[src/rtl/fifo_rd_drain.sv]
// Read-domain drain engine for an async FIFO: issues reads only when space is
// guaranteed, buffers the one-cycle read latency in two entries, frames bursts.
module fifo_rd_drain #(
  parameter int DATA_WIDTH = 8,
  parameter int BURST_LEN  = 4,
  parameter int CNT_WIDTH  = 16
) (
  input  logic                  rclk,
  input  logic                  rrst,
  input  logic                  en,
  input  logic                  fifo_empty,
  input  logic [DATA_WIDTH-1:0] fifo_rdata,
  input  logic                  fifo_read_error,
  output logic                  fifo_r_en,
  output logic                  m_valid,
  input  logic                  m_ready,
  output logic [DATA_WIDTH-1:0] m_data,
  output logic                  m_last,
  output logic [CNT_WIDTH-1:0]  rd_count,
  output logic                  err_sticky,
  output logic                  busy
);

  localparam int BEAT_W = (BURST_LEN > 1) ? $clog2(BURST_LEN) : 1;
  localparam logic [BEAT_W-1:0] LAST_BEAT = BEAT_W'(BURST_LEN - 1);

  typedef enum logic [1:0] {
    IDLE = 2'd0,
    RUN  = 2'd1,
    STOP = 2'd2
  } state_t;

  state_t                state_q, state_d;
  logic [1:0]            occ_q, occ_d;
  logic                  infl_q, infl_d;
  logic [DATA_WIDTH-1:0] buf0_q, buf0_d;
  logic [DATA_WIDTH-1:0] buf1_q, buf1_d;
  logic [BEAT_W-1:0]     beat_q, beat_d;
  logic [CNT_WIDTH-1:0]  rd_count_q, rd_count_d;
  logic                  err_q, err_d;

  logic                  hs;
  logic [1:0]            pending;
  logic [1:0]            occ_pop;

  // Stream handshake: m_valid/m_data/m_last hold until m_valid & m_ready on a rising edge.
  assign m_valid    = (occ_q != 2'd0);
  assign hs         = m_valid & m_ready;
  assign m_data     = buf0_q;
  assign m_last     = m_valid & (beat_q == LAST_BEAT);
  assign rd_count   = rd_count_q;
  assign err_sticky = err_q;
  assign busy       = (state_q != IDLE);

  always_comb begin
    state_d    = state_q;
    buf0_d     = buf0_q;
    buf1_d     = buf1_q;
    beat_d     = beat_q;
    rd_count_d = rd_count_q;

    // Words already committed to the buffer: stored plus the one arriving now.
    pending   = occ_q + {1'b0, infl_q};
    fifo_r_en = (state_q == RUN) & en & ~fifo_empty &
                ((pending <= 2'd1) | ((pending == 2'd2) & hs));

    case (state_q)
      IDLE:    if (en) state_d = RUN;
      RUN:     if (!en) state_d = STOP;
      STOP: begin
        if (en) state_d = RUN;
        else if ((occ_q == 2'd0) && !infl_q) state_d = IDLE;
      end
      default: state_d = IDLE;
    endcase

    // Entry 0 is always the head; a pop shifts entry 1 forward before the tail write.
    occ_pop = occ_q - {1'b0, hs};
    if (hs) buf0_d = buf1_q;
    if (infl_q) begin
      if (occ_pop == 2'd0) buf0_d = fifo_rdata;
      else                 buf1_d = fifo_rdata;
    end
    occ_d  = occ_pop + {1'b0, infl_q};
    infl_d = fifo_r_en;

    if (hs) begin
      beat_d     = (beat_q == LAST_BEAT) ? '0 : beat_q + BEAT_W'(1);
      rd_count_d = rd_count_q + CNT_WIDTH'(1);
    end

    err_d = err_q | fifo_read_error;
  end

  always_ff @(posedge rclk or posedge rrst) begin
    if (rrst) begin
      state_q    <= IDLE;
      occ_q      <= 2'd0;
      infl_q     <= 1'b0;
      buf0_q     <= '0;
      buf1_q     <= '0;
      beat_q     <= '0;
      rd_count_q <= '0;
      err_q      <= 1'b0;
    end else begin
      state_q    <= state_d;
      occ_q      <= occ_d;
      infl_q     <= infl_d;
      buf0_q     <= buf0_d;
      buf1_q     <= buf1_d;
      beat_q     <= beat_d;
      rd_count_q <= rd_count_d;
      err_q      <= err_d;
    end
  end

endmodule

[config.mk]
export PLATFORM = sky130hd
export DESIGN_NAME = fifo_rd_drain
export DESIGN_NICKNAME = d
export VERILOG_FILES = /design/src/rtl/fifo_rd_drain.sv
export SDC_FILE = /design/constraint.sdc
export NUM_CORES = 1
export LEC_CHECK = 0
export CAP_MARGIN = 15
export CELL_PAD_IN_SITES_DETAIL_PLACEMENT = 0
export CELL_PAD_IN_SITES_GLOBAL_PLACEMENT = 2
export CORE_AREA = 2 2 90 92
export DETAILED_ROUTE_END_ITERATION = 10
export DIE_AREA = 0 0 92 94
export PLACE_DENSITY = 0.59
export RECOVER_POWER = 50
export SLEW_MARGIN = 15
export SYNTH_ARGS = -nofsm -noshare
export SYNTH_HDL_FRONTEND = slang
export SYNTH_SLANG_ARGS = --single-unit
[constraint.sdc]
create_clock -name rclk -period 1.85 [get_ports rclk]
set_input_delay 0.2775 -clock rclk [delete_from_list [all_inputs] [get_ports rclk]]
set_output_delay 0.2775 -clock rclk [all_outputs]
set_load 0.005 [all_outputs]
# Yosys cells after proc, flatten, opt, wreduce, memory -nomap -nowiden
# Cells that the tools add are included.
dict set report word_totals {
  register_bits 40
  in_bits 14
  out_inout_bits 29
  elab_cells 49
}
dict set report classes {
  n_addsub 5
  n_lt_le_gt_ge 1
  n_eq_ne 7
  n_mux 9
  bitwise_logic 10
  reduce_logical 9
}
# operator n
set op_table {}
lappend op_table {{8-bit 2-to-1 mux} 3}
lappend op_table {{16-bit by 1-bit adder with 16-bit output (second input constant)} 1}
lappend op_table {{2-bit 2-to-1 mux} 5}
lappend op_table {{1-bit bitwise AND} 6}
lappend op_table {{2-bit == test (second input constant)} 3}
lappend op_table {{2-bit zero test} 3}
lappend op_table {{2-bit one-hot mux with 3 select lines} 1}
lappend op_table {{2-bit by 1-bit adder with 2-bit output} 2}
lappend op_table {{2-bit inequality test (second input constant)} 2}
lappend op_table {{2-bit nonzero test} 2}
lappend op_table {{3-bit inequality test (second input constant)} 1}
lappend op_table {{3-bit AND reduction} 1}
lappend op_table {{2-bit by 1-bit adder with 2-bit output (second input constant)} 1}
lappend op_table {{2-bit by 1-bit == test with 1-bit output (second input constant)} 1}
lappend op_table {{2-bit by 1-bit less-or-equal comparator with 1-bit output (second input constant)} 1}
lappend op_table {{1-bit inverter} 2}
lappend op_table {{1-bit OR} 2}
lappend op_table {{2-bit AND reduction} 1}
lappend op_table {{2-bit by 1-bit subtractor with 2-bit output} 1}
lappend op_table {{1-bit logical AND} 1}
lappend op_table {{1-bit zero test} 1}

# Depth between registers and ports, before layout
dict set report logic_depth {
  word_depth 6
  depth_mapped 6
  mapped_depth_nobuf 4
}

# Worst setup path after synthesis
# OpenSTA, ideal clock, no wires.
dict set report synth_path {
  kind {register to register}
  start {reg occ_q[1]}
  end {reg rd_count_q[9] (netlist: rd_count[9])}
  setup_ps 125
  arrival_time_ps 1346
  t_required_ps 1725
  setup_slack_ps 379
  stages_incl_launch_ff 6
  path_buffers 1
  period_less_slack_ps 1471
  cell_sequence {dfrtp_1 -> buf_4 -> o2111a_2 -> and3_1 -> and4_1 -> xor2_1}
}
dict set report synth_via {
  elab_chain_cells 2
}
# element line
set synth_lines {}
lappend synth_lines {{from (decl)} 34} ;# logic [1:0] occ_q, occ_d;
lappend synth_lines {{from (signal assigned)} 98} ;# occ_q <= 2'd0;
lappend synth_lines {{from (signal assigned)} 107} ;# occ_q <= occ_d;
lappend synth_lines {{2-bit nonzero test} 47} ;# assign m_valid = (occ_q != 2'd0);
lappend synth_lines {{1-bit bitwise AND} 48} ;# assign hs = m_valid & m_ready;
lappend synth_lines {{to (signal assigned)} 112} ;# rd_count_q <= rd_count_d;
lappend synth_lines {{to (decl)} 39} ;# logic [CNT_WIDTH-1:0] rd_count_q, rd_count_d;
# No other way between the ends.
# A chain may end at the register's enable or synchronous reset.

# Worst setup path in the final report
dict set report layout_path {
  start {reg occ_q[0]}
  end {out m_last}
}
dict set report layout_via {
  elab_chain_cells 2
}
# element line
set layout_lines {}
lappend layout_lines {{2-bit nonzero test} 47}
lappend layout_lines {{1-bit bitwise AND} 50} ;# assign m_last = m_valid & (beat_q == LAST_BEAT);
lappend layout_lines {{to (decl)} 18} ;# output logic m_last,
# No other way between the ends.

==> impl_metrics.env <==
export IMPL_status="finished clean"
export IMPL_end_kind="primary output"
export IMPL_syn_avg_cell_area_um2=11.99
export IMPL_num_rows=32
export IMPL_hold_class="reg2reg"
export IMPL_hold_violations=0
export IMPL_clock_path_buffers=2
export IMPL_p_leak_nw=1.221
export IMPL_syn_inst=150
export IMPL_ff2ff_setup_slack_ps=100
export IMPL_place_gp_congestion=0.7241
export IMPL_tightest_slew_ps=1032
export IMPL_antenna_cells=0
export IMPL_hpwlAfterDp_um=2846
export IMPL_worstPathRequired_ps=1570
export IMPL_vias_per_cell=4.187
export IMPL_path_class="reg2out"
export IMPL_io_buffer_count=42
export IMPL_die_x_um=92
export IMPL_synth_compound_area_frac=0.04798
export IMPL_p_per_area_nw_per_um2=931.3
export IMPL_synth_fp_nets=168
export IMPL_cts_sinks=40
export IMPL_cpMaxStageDelayCell="dfrtp_1"
export IMPL_grt_busiest_layer="met2"
export IMPL_first_pass_iters=4
export IMPL_drc=0
export IMPL_pin_count=43
export IMPL_synth_area_leaders="dfrtp_1 (56%), xnor2_1 (5.4%), mux2_2 (5.0%)"
export IMPL_synth_ff_latch_count=40
export IMPL_h_tree_depth=2
export IMPL_grt_max_degree=41
export IMPL_r2r_cells=7
export IMPL_timing_slew_headroom=0.3120
export IMPL_cp_top_family="flip-flops"
export IMPL_routed_wl_um=4027
export IMPL_critPathBufInv=2
export IMPL_synth_top_area_cell="dfrtp_1"
export IMPL_vdd_drop_max_uv=359.3
export IMPL_layout_nets=230
export IMPL_area_growth_pct=41.31
export IMPL_antenna_found_initial=0
export IMPL_clock_skew_ps=8.069
export IMPL_drive_gt1_frac=0.1878
export IMPL_cts_tree="done"
export IMPL_synth_cell_type_count=34
export IMPL_path_cells="or2_4, buf_4, and2_1, dlygate4sd2_1"
export IMPL_drt_iter0_drc=65
export IMPL_die_h_um=94
export IMPL_track_usage=0.1022
export IMPL_cts_root_buffer="clkbuf_8"
export IMPL_cp_slowest_stage_delay_ps=420
export IMPL_overflow=0
export IMPL_synthAdderAreaFrac=0.02782
export IMPL_first_global_vias=1424
export IMPL_slew_violations=0
export IMPL_start_util=0.2365
export IMPL_path_max_fanout=4
export IMPL_synth_top_family_by_area="simple AND/OR/NAND/NOR gates"
export IMPL_via_count=1319
export IMPL_cts_buffers=5
export IMPL_post_route_period_util=0.9631
export IMPL_dieArea_um2=8648
export IMPL_cap_violations=0
export IMPL_core_um2=7607
export IMPL_antenna_left=0
export IMPL_synth_warning_count=0
export IMPL_final_setup_viol_count=0
export IMPL_cp_depth=4
export IMPL_clock_latency_ps=290
export IMPL_yosysTopAreaCellShare=0.5563
export IMPL_met1_usage=0.1271
export IMPL_postPlaceCellArea_um2=2419
export IMPL_start_kind="flip-flop"
export IMPL_grtUsageMet2=0.1752
export IMPL_synthArstFlopShare=1.000
export IMPL_synthXorXnorAreaFrac=0.08275
export IMPL_fin_area_um2=2542
export IMPL_cts_hold_buf=0
export IMPL_rsz0062_at_grt="no"
export IMPL_routedWlPerCell_um=12.78
export IMPL_cts_clk_slew_worst_paths_ps=80
export IMPL_timing_hold_ws_ps=462.7
export IMPL_whs_path_depth=1
export IMPL_synth_mux_area_fraction=0.09458
export IMPL_synth_enable_flop_cells=0
export IMPL_syn_area_um2=1799
export IMPL_max_freq_mhz=561.3
export IMPL_ys_top_cells_by_count="dfrtp_1 (40), nand2_1 (20), xnor2_1 (11)"
export IMPL_synth_most_common_cell="dfrtp_1"
export IMPL_met3_usage=0.03130
export IMPL_synth_simple_area_share=0.1711
export IMPL_yosysSeqAreaShare=0.5563
export IMPL_arrival_ps=1500
export IMPL_grt_pass1_wl_um=6996
export IMPL_min_period_ps=1782
export IMPL_synth_flop_cell="dfrtp_1"
## final timing paths
check | startpoint | endpoint
setup / recovery | occ_q[0]$_DFF_PP0_ | m_last
hold / removal | err_sticky$_DFF_PP0_ | err_sticky$_DFF_PP0_
setup reg to reg | occ_q[0]$_DFF_PP0_ | buf1_q[2]$_DFFE_PP0P_
hold reg to reg | err_sticky$_DFF_PP0_ | err_sticky$_DFF_PP0_
max in group asynchronous | rrst | occ_q[1]$_DFF_PP0_
min in group asynchronous | rrst | rd_count[0]$_DFFE_PP0P_
## placed cells by master (no fill, tap or decap), types with 2 or more instances in the layout
| cell | count |
|---|---|
| and3_1 | 2 |
| and4_1 | 2 |
| buf_4 | 12 |
| clkbuf_1 | 2 |
| clkbuf_2 | 2 |
| clkbuf_8 | 6 |
| clkdlybuf4s50_1 | 35 |
| dfrtp_1 | 39 |
| dlygate4sd2_1 | 2 |
| dlygate4sd3_1 | 4 |
| ha_1 | 3 |
| inv_1 | 3 |
| mux2_2 | 8 |
| mux2i_1 | 8 |
| nand2_1 | 21 |
| nand3_1 | 3 |
| nand4_1 | 3 |
| nor2_1 | 6 |
| nor2b_1 | 2 |
| nor3_1 | 2 |
| o21ai_0 | 9 |
| or2_2 | 2 |
| xnor2_1 | 11 |
| xor2_1 | 6 |
## sequential cells by signal (all words and copies together) (netlist names)
signal and flops:
infl_q 1, state_q 2, occ_q 2, beat_q 2, rd_count 16, err_sticky 1, m_data 8, buf1_q 8
## where the power goes
part           switching, mW  internal [mW]
clock                  0.295          0.305
combinational          0.211          0.373
sequential             0.137           1.05
total                  0.643           1.72
## kinds of logic (layout without fill, tap and decap cells)
logic type / after synthesis / after routing
xor+xnor: 17 / 17
flops: 40 / 40
mux: 16 / 16
simple gates: 53 / 53
buf+inv: 6 / 69
compound gates: 14 / 14
fa+ha+maj: 4 / 4
## cell type report
class	instances	area (um2)
Multi-Input combinational cell	104	770.7
Clock buffer	8	90.09
Timing Repair Buffer	58	540.5
Fill cell	800	5065
Tap cell	102	127.6
Inverter	3	11.26
Sequential cell	40	1002
## worst register-to-register path: stages, from the launching register on
cell,delay (ps)
dfrtp_1,420
buf_4,150
buf_4,130
nor2b_1,160
buf_4,150
o21ai_2,160
buf_12,150
mux2_2,330
## per-stage QoR
stage / util / setup slack (ps) / instances / setup TNS (ps) / power [mW]
after detailed placement: 0.3179 / -267.8 / 302 / -2324 / 1.786
final: 0.3342 / 68.29 / 315 / 0 / 2.368
after CTS: 0.3336 / 1.977 / 313 / 0 / 2.412
after global routing: 0.3342 / 13.45 / 315 / 0 / 2.535
after global placement: 0.3179 / -166.8 / 302 / -1899 / 1.770
after floorplan: - / 379.4 / 150 / 0 / 1.426
## metal layers
layer  wire length [um]  share of wire  vias up
met5                  0              0        -
met4                 25         0.0062        0
met3                226          0.056        5
met2               1930           0.48       37
met1               1844           0.46      640
li1                   -              -      637
## repair_timing
action / CTS / global route
pin swaps: 3 / 2
endpoints found under the setup margin: 3 / 2
buffers inserted: 3 / 2
gates resized for setup: 8 / 3
Power figures use the tool's default switching activity.
==> patch, RTL diff (same flow settings) <==
The parameter `DATA_WIDTH` goes from 8 to 10.
--- a/src/rtl/fifo_rd_drain.sv
+++ b/src/rtl/fifo_rd_drain.sv
@@ -1,7 +1,7 @@
 // Read-domain drain engine for an async FIFO: issues reads only when space is
 // guaranteed, buffers the one-cycle read latency in two entries, frames bursts.
 module fifo_rd_drain #(
-  parameter int DATA_WIDTH = 8,
+  parameter int DATA_WIDTH = 10,
   parameter int BURST_LEN  = 4,
   parameter int CNT_WIDTH  = 16
 ) (
Ports: changed (resized fifo_rdata and m_data); port bits go from 43 to 47. The function was not compared with the original's and may differ.
==> patch against the unedited design <==
  * First-iteration DRC count down 58%
  * Routed wire length increased by 3.0%
  * Synthesized area up 8.5%
  * Core utilization grew 2.9 points
  * Total power up 14%
  * Cell count is 3.8% higher
  * Worst setup slack better by 0.0043 ns
  * Sequential cell count rose by 4
  * Final area up 8.8%
  * Count of clock-buffer cells in the layout decreased by 3
  * Critical path type unchanged
  * Largest cell class unchanged
==> patch: results (changes against the unedited design) <==
Status
  – Run status: finished, final reports clean (unchanged)

Cells and area
  – Multi-input gate area: 833 µm² (was 771 µm²)
  – Share of layout cells above drive strength 1: 19.1% (was 18.8%)
  – Fillers: 756 (was 800)
  – Number of non-clock buffers: 59 (was 58)
  – FF+latch area: 0.00110 mm² (was 0.00100 mm²)
  – Comb_multi_in: 111 (was 104)
  – Data buffer area share: 21.0% (was 21.3%)
  – Final clock-cell share: 4.03% (was 3.54%)
  – Post-Layout Cell Count: 327 (was 315)

Synth
  – Ys flop type: dfrtp_1 (unchanged)
  – Most frequent cells after synthesis: dfrtp_1 (44), nand2_1 (21), xnor2_1 (13), o21ai_0 (12) (was dfrtp_1 (40), nand2_1 (20), xnor2_1 (11), o21ai_0 (10))
  – Syn Nets: 182 (was 168)
  – Synth top area cells: dfrtp_1 (56%), xnor2_1 (5.8%), mux2_2 (5.8%) (was dfrtp_1 (56%), xnor2_1 (5.4%), mux2_2 (5.0%))
  – Post-synthesis cell type count: 32 (was 34)
  – Fraction of the mapped netlist area in compound gates: 5.96% (was 4.80%)
  – Synth Area in Adders: 2.56% (was 2.78%)
  – Sequential fraction of the synthesis area: 56.4% (was 55.6%)
  – Mux cell area share after synthesis: 10.9% (was 9.46%)
  – Synthesized area per cell: 12.0 µm² (about the same)
  – Xor/xnor share of the synthesized area: 7.63% (was 8.28%)

Place
  – Placement Setup Slack: -0.176 ns (was -0.268 ns)
  – Gpl congestion: 0.740 (was 0.724)
  – Cell Area, Placed: 0.00263 mm² (was 0.00242 mm²)
  – PortBufs: 46 (was 42)
  – Dpl cells: 316 (was 302)
  – Post-DP HPWL: 2940 µm (was 2850 µm)

CTS
  – Clock Sinks: 44 (was 40)

Setup path
  – Worst Path Max Fanout: 2 (was 4)

Route
  – Met2 WL: 1900 µm (was 1930 µm)
  – Metal1 wirelength: 1930 µm (was 1840 µm)
  – Routed vias: 1389 (was 1319)
  – Met3 WL: 258 µm (was 226 µm)
  – Detailed-route wire length: 4150 µm (was 4030 µm)

Timing
  – Worst-Margin Slew: 1.14 ns (was 1.03 ns)

Power
  – Pwr dens: 979 mW/mm² (was 931 mW/mm²)
  – VDD IR max: 0.000406 V (was 0.000359 V)
  – Leakage: 1.27 nW (was 1.22 nW)

Global routing
  – Largest net degree at the start of global routing: 45 (was 41)
  – First-pass GRT wire length: 6930 µm (was 7000 µm)
  – Met1 GRT Util: 13.1% (was 12.7%)
  – Global routing usage on met3: 3.61% (was 3.13%)
  – Global Route Usage Sum: 10.4% (was 10.2%)
  – Vias in the first global route: 1470 (was 1424)
  – Met2 Usage GRT: 16.6% (was 17.5%)

Hold path
  – Min-delay worst type: register to register (unchanged)
patch: changes by cell type in the layout (fill, tap and decap cells not counted), moves of 3 or more:
cell	delta
dfrtp_1	+4
buf_4	-4
dlygate4sd3_1	-3
clkdlybuf4s50_1	+7
patch: path summary, 6_finish.rpt:
check / to / slack [ns] / depth (start not counted)
worst max-delay path: fifo_r_en / 0.07 / 6
worst min-delay path: err_sticky / 0.48 / 1
worst max register to register: rd_count[11] / 0.13 / 7
worst min register to register: err_sticky / 0.48 / 1
max in group asynchronous: occ_q[1] / 0.43 / 3
min in group asynchronous: rd_count[14] / 0.66 / 3
patch: repair_timing:
action | CTS | global route
endpoints found under the hold margin | 0 | 0
endpoints found under the setup margin | 3 | 2
resized for setup | 9 | 5
pin swaps | 1 | 0
setup buffers | 1 | 2
patch: report_power, final:
part           leakage [nW]  total, mW  internal [mW]  switching (mW)
logic                 0.645      0.656          0.424           0.232
registers             0.572       1.31           1.16           0.154
clock network        0.0541      0.738          0.400           0.338
